**config.mk**
```make
export PLATFORM = sky130hd
export DESIGN_NAME = fifo_rd_pixel_packer
export DESIGN_NICKNAME = d
export VERILOG_FILES = /design/src/rtl/fifo_rd_pixel_packer.sv
export SDC_FILE = /design/constraint.sdc
export NUM_CORES = 1
export LEC_CHECK = 0
export CORE_ASPECT_RATIO = 2
export CORE_UTILIZATION = 45
export CTS_BUF_LIST = sky130_fd_sc_hd__clkbuf_4 sky130_fd_sc_hd__clkbuf_8 sky130_fd_sc_hd__clkbuf_16
export DETAILED_ROUTE_END_ITERATION = 7
export PLACE_DENSITY = 0.75
export SLEW_MARGIN = 20
export SYNTH_ARGS = -nofsm -noshare
export SYNTH_HDL_FRONTEND = slang
export SYNTH_SLANG_ARGS = --single-unit
```
**constraint.sdc**
```tcl
create_clock -name clkr -period 2.8 [get_ports clkr]
set_input_delay 0.84 -clock clkr [delete_from_list [all_inputs] [get_ports clkr]]
set_output_delay 0.84 -clock clkr [all_outputs]
set_load 0.03 [all_outputs]
```
**src/rtl/fifo_rd_pixel_packer.sv**
```systemverilog
// ---------------------------------------------------------------------------
// fifo_rd_pixel_packer
//
// Read-side consumer of the 8-bit camera-byte FIFO. Bytes are popped whenever
// the FIFO is non-empty and there is room in a small internal byte queue.
// Byte pairs are packed into 16-bit RGB565 pixels, high byte first, tagged
// with frame coordinates and sof/eol markers, and offered on a valid/ready
// stream to the downstream stage.
//
// Ports:
//   clkr        FIFO read-domain clock (sole clock)
//   rst         synchronous active-high reset (shared with FIFO reset)
//   empty_flag  FIFO empty, high = empty
//   fifo_do     FIFO read data, valid the cycle after re was high
//   re          FIFO read enable
//   pix_ready   downstream accepts pixel
//   pix_valid   pixel available
//   pix_data    RGB565 pixel {first byte, second byte}
//   pix_x       column of pix_data
//   pix_y       line of pix_data
//   sof         high with pixel (0,0)
//   eol         high with pixel x = H_ACTIVE-1
//   frame_done  one-cycle pulse after the last pixel of a frame is accepted
// ---------------------------------------------------------------------------
module fifo_rd_pixel_packer #(
    parameter int H_ACTIVE = 640,
    parameter int V_ACTIVE = 480,
    parameter int X_W      = 11,
    parameter int Y_W      = 10
) (
    input  logic           clkr,
    input  logic           rst,
    input  logic           empty_flag,
    input  logic [7:0]     fifo_do,
    output logic           re,
    input  logic           pix_ready,
    output logic           pix_valid,
    output logic [15:0]    pix_data,
    output logic [X_W-1:0] pix_x,
    output logic [Y_W-1:0] pix_y,
    output logic           sof,
    output logic           eol,
    output logic           frame_done
);

    localparam logic [X_W-1:0] LAST_X = X_W'(H_ACTIVE - 1);
    localparam logic [Y_W-1:0] LAST_Y = Y_W'(V_ACTIVE - 1);

    logic           inflight_p0;
    logic [7:0]     byte_q_p1 [4];
    logic [2:0]     occ_p1;
    logic [7:0]     byte_q_nxt [4];
    logic [2:0]     occ_nxt;
    logic           out_free;
    logic           pop_pair;
    logic [X_W-1:0] x_cnt;
    logic [Y_W-1:0] y_cnt;

    // Read issue: the pop happening this cycle is deliberately ignored, so
    // occ + inflight never exceeds what the 4-entry queue can absorb.
    always_comb begin
        re       = !rst && !empty_flag && ((occ_p1 + 3'(inflight_p0)) < 3'd3);
        out_free = !pix_valid || pix_ready;
        pop_pair = (occ_p1 >= 3'd2) && out_free;
    end

    // Queue update: pop two from the head first, then append the captured
    // byte behind whatever remains, so push and pop can share a cycle.
    always_comb begin
        byte_q_nxt = byte_q_p1;
        occ_nxt    = occ_p1;
        if (pop_pair) begin
            byte_q_nxt[0] = byte_q_p1[2];
            byte_q_nxt[1] = byte_q_p1[3];
            occ_nxt       = occ_p1 - 3'd2;
        end
        if (inflight_p0) begin
            byte_q_nxt[occ_nxt[1:0]] = fifo_do;
            occ_nxt                  = occ_nxt + 3'd1;
        end
    end

    // ---- stage p0 -> p1: FIFO read return captured into the byte queue ----
    always_ff @(posedge clkr) begin
        if (rst) begin
            inflight_p0 <= 1'b0;
            occ_p1      <= 3'd0;
        end else begin
            inflight_p0 <= re;
            occ_p1      <= occ_nxt;
        end
    end

    // Queue contents are qualified by occ_p1, so they need no reset.
    always_ff @(posedge clkr) begin
        byte_q_p1 <= byte_q_nxt;
    end

    // ---- stage p1 -> p2: pixel output register and frame counters ----
    always_ff @(posedge clkr) begin
        if (rst) begin
            pix_valid  <= 1'b0;
            pix_data   <= 16'd0;
            pix_x      <= '0;
            pix_y      <= '0;
            sof        <= 1'b0;
            eol        <= 1'b0;
            frame_done <= 1'b0;
            x_cnt      <= '0;
            y_cnt      <= '0;
        end else begin
            frame_done <= pix_valid && pix_ready && (pix_x == LAST_X) && (pix_y == LAST_Y);
            if (pop_pair) begin
                pix_valid <= 1'b1;
                pix_data  <= {byte_q_p1[0], byte_q_p1[1]};
                pix_x     <= x_cnt;
                pix_y     <= y_cnt;
                sof       <= (x_cnt == '0) && (y_cnt == '0);
                eol       <= (x_cnt == LAST_X);
                // Coordinates advance on load, not on acceptance.
                if (x_cnt == LAST_X) begin
                    x_cnt <= '0;
                    y_cnt <= (y_cnt == LAST_Y) ? '0 : y_cnt + 1'b1;
                end else begin
                    x_cnt <= x_cnt + 1'b1;
                end
            end else if (pix_ready) begin
                pix_valid <= 1'b0;
            end
        end
    end

endmodule

```
==> results of run 1 <==
==> cell usage after synthesis (8+ instances only) <==
library cell  number
a21oi_1           46
nor2_1            23
mux2i_1            9
ha_1               8
nand4_1           11
o21ai_1            8
mux2_2             8
xor2_1             9
dfxtp_1           82
xnor2_1            8
edfxtp_1          16
inv_1             10
nand2_1          115
nand3_1           21
clkbuf_1          24
nor3_1             8
==> final cells by class <==
class                      count  share of cell area
sequential                    98              0.4276
inverter                      10            0.007559
multi-input combinational    313              0.3467
tap                          100             0.02520
timing repair buffer          70              0.1361
clock buffer                  13             0.05392
clock inverter                 3            0.003023
==> repair_timing <==
item	CTS	global route
endpoints found under the setup margin	0	1
gates resized for setup	0	1
setup buffers	0	0
==> placed cells by master (no fill, tap or decap), drive strengths merged, types with 2 or more instances in the layout <==
cell type      synthesis  final
nand2                115    115
dfxtp                 82     82
clkdlybuf4s50          0     51
a21oi                 47     47
nor2                  23     23
nand3                 22     22
buf                    4     19
edfxtp                16     16
clkbuf                24     13
o21ai                 12     12
nand4                 11     11
inv                   10     10
mux2i                  9      9
xor2                   9      9
xnor2                  8      8
mux2                   8      8
nor3                   8      8
ha                     8      8
nor4                   6      6
or3                    4      4
clkinv                 0      3
and2                   3      3
a21o                   2      2
nand4b                 2      2
a2111oi                2      2
==> worst max path at each step <==
| stage | cells after the start | slack (ps) | start | end |
|---|---|---|---|---|
| detailed placement | 7 | 50 | pix_ready | byte_q_p1[18] |
| global route | 5 | 10 | inflight_p0 | re |
| finish | 5 | 100 | inflight_p0 | re |
| global placement | 7 | 50 | pix_ready | byte_q_p1[17] |
| floorplan | 6 | 50 | pix_ready | register |
| CTS | 5 | 70 | occ_p1[0] | re |
==> cell families after synthesis <==
family                   synth area share
AO/OA/AOI/OAI                      0.1005
multiplexers                      0.04521
buffers and inverters             0.03705
XOR/XNOR                          0.03736
AND/OR/NAND/NOR                    0.2223
adder cells (fa/ha/maj)           0.02512
flip-flops                         0.5325
==> metrics by stage <==
step                hold slack (ps)  setup WS [ps]  utilization  instance area (µm²)
floorplan                     431.3          48.23            -                 3991
global placement              446.9          51.95       0.5452                 4682
detailed placement            448.6          53.39       0.5452                 4682
CTS                           457.2          68.22       0.5781                 4965
global route                  469.3          10.28       0.5782                 4966
finish                        456.3          100.7       0.5782                 4966
==> tightest hold or removal path, delay by kind of cell (launching register included) <==
kind	cells	cell delay, ps
DFF	1	310
and+or+nand+nor	1	50
AOI/OAI and AO/OA	1	50
==> layer usage <==
layer  vias up  global-route usage  routed length, µm
met2        96              0.3709               4905
met1      1536              0.2314               3423
li1       1637                   -                  -
met5         -                   0                  0
met4         0              0.1146                283
met3        18             0.03632                311
==> report_power, final <==
group	leakage [nW]	switching (mW)	internal, mW
Combinational	0.844	1.09	0.777
Clock	0.146	0.485	0.666
Sequential	0.816	0.179	1.73
Total	1.81	1.75	3.17
==> results.toml, run 1 <==
[sta]
fin_crit_sh = 0.9640
setup_viol = 0
tightest_slew_ps = 542.6
max_freq_mhz = 370.5
setup_tns_ps = 0
finalHoldViolCount = 0
fin_skew_ps = 7.074
maxSlewViolCount = 0
period_minus_slack_ps = 2699
slew_headroom = 0.6383
rsz0062_at_grt = "no"

[clock_network]
h-tree-depth = 3
hold_buffers = 0
clockBufferDepth = 2
path_clk_slew_ps = 70
cts_sinks = 98
cts_buffers = 9
clkLatencyLatePin_ps = 340
cts_tree = "built"
clock-root-buffer = "clkbuf_16"

[pwr]
power_density_nw_per_um2 = 990.7
cellLeakagePower_nw = 1.806
max-vdd-ir-drop_mv = 0.6092
power.total_mw = 4.920

[floorplanning]
start_util = 0.4640
die_width_um = 68.54
rows = 48
io_pins = 54
die_h_um = 135.1
die-area_um2 = 9259
coreArea_um2 = 8588

[worst_setup_path]
crit_chain = "ha_1 -> ha_1 -> xor2_1 -> a2111oi_2 -> buf_4"
crit_path_end_kind = "output pin"
crit_type = "reg -> out"
startpoint_type = "register"
r2r_slack_ps = 650
crit_arrival_ps = 1860
crit_family = "adder cells"
cpPeakStageDelay_ps = 380
reg2reg_depth = 5
r2r_end = "byte_q_p1[26]"
crit_path_frequent_cell = "ha_1"
timing.rr.start = "occ_p1[1]"
cp_slowest_cell = "dfxtp_1"
path_buf_inv = 1
worstPathMaxFanout = 7
required_ps = 1960

[outcome]
status = "finished clean"

[final_layout]
finalNetCount = 522
seq_area_um2 = 2123
multi_input_area_um2 = 1722
fill_cells = 773
n_antenna_cell = 0
drive_gt1_frac = 0.09467
syn_to_final_growth_pct = 24.62
fin_cells = 607

[global_routing]
grt.total_usage = 0.2122
grt_pass1_wl_um = 14410
grt_overflow = 0
grt_max_degree = 54
grt_antenna_before_repair = 0
grt_pass1_vias = 3094

[yosys]
ys_ff_latch = 98
ys.flop_type = "dfxtp_1"
yosysSeqAreaShare = 0.5325
syn-instance-count = 449
synth_area_leaders = "dfxtp_1, edfxtp_1, nand2_1, a21oi_1, nand3_1"
syn_nets = 469
async_flop_share = 0
syn_area_um2 = 3985
yosys_warnings = 0
synth_edf_count = 16
syn_area_per_cell_um2 = 8.875
synth_top_area_frac = 0.4119
synth_cell_types = 41
yosys.area.top_type = "dfxtp_1"

[worst_hold_path]
whs_path_depth = 2
holdPathEnd = "pix_data[2]"
hold_class = "reg -> reg"
min_from = "pix_data[2]"

[route]
detail-route-antenna-nets = 0
vias = 3287
routed_wl_um = 8923
via_per_inst = 5.415
drtIter0Drc = 215
drc = 0
wl_per_cell_um = 14.70
dr.pass1.iters = 4

[flow_run]
max_cap_violations = 0

[placement]
gp_congestion = 0.9090
dp_hpwl_um = 6362
place_inst = 591
portBuffers = 53
Power figures use the tool's default switching activity.
==> inputs of run 2 (changes only) <==
--- a/config.mk
+++ b/config.mk
@@ -8,6 +8,7 @@
 export CORE_ASPECT_RATIO = 2
 export CORE_UTILIZATION = 45
 export CTS_BUF_LIST = sky130_fd_sc_hd__clkbuf_4 sky130_fd_sc_hd__clkbuf_8 sky130_fd_sc_hd__clkbuf_16
+export CTS_CLUSTER_SIZE = 12
 export DETAILED_ROUTE_END_ITERATION = 7
 export PLACE_DENSITY = 0.75
 export SLEW_MARGIN = 20
==> results of run 2 <==
The final DEF is identical to that of run 1; final timing and power are the same.
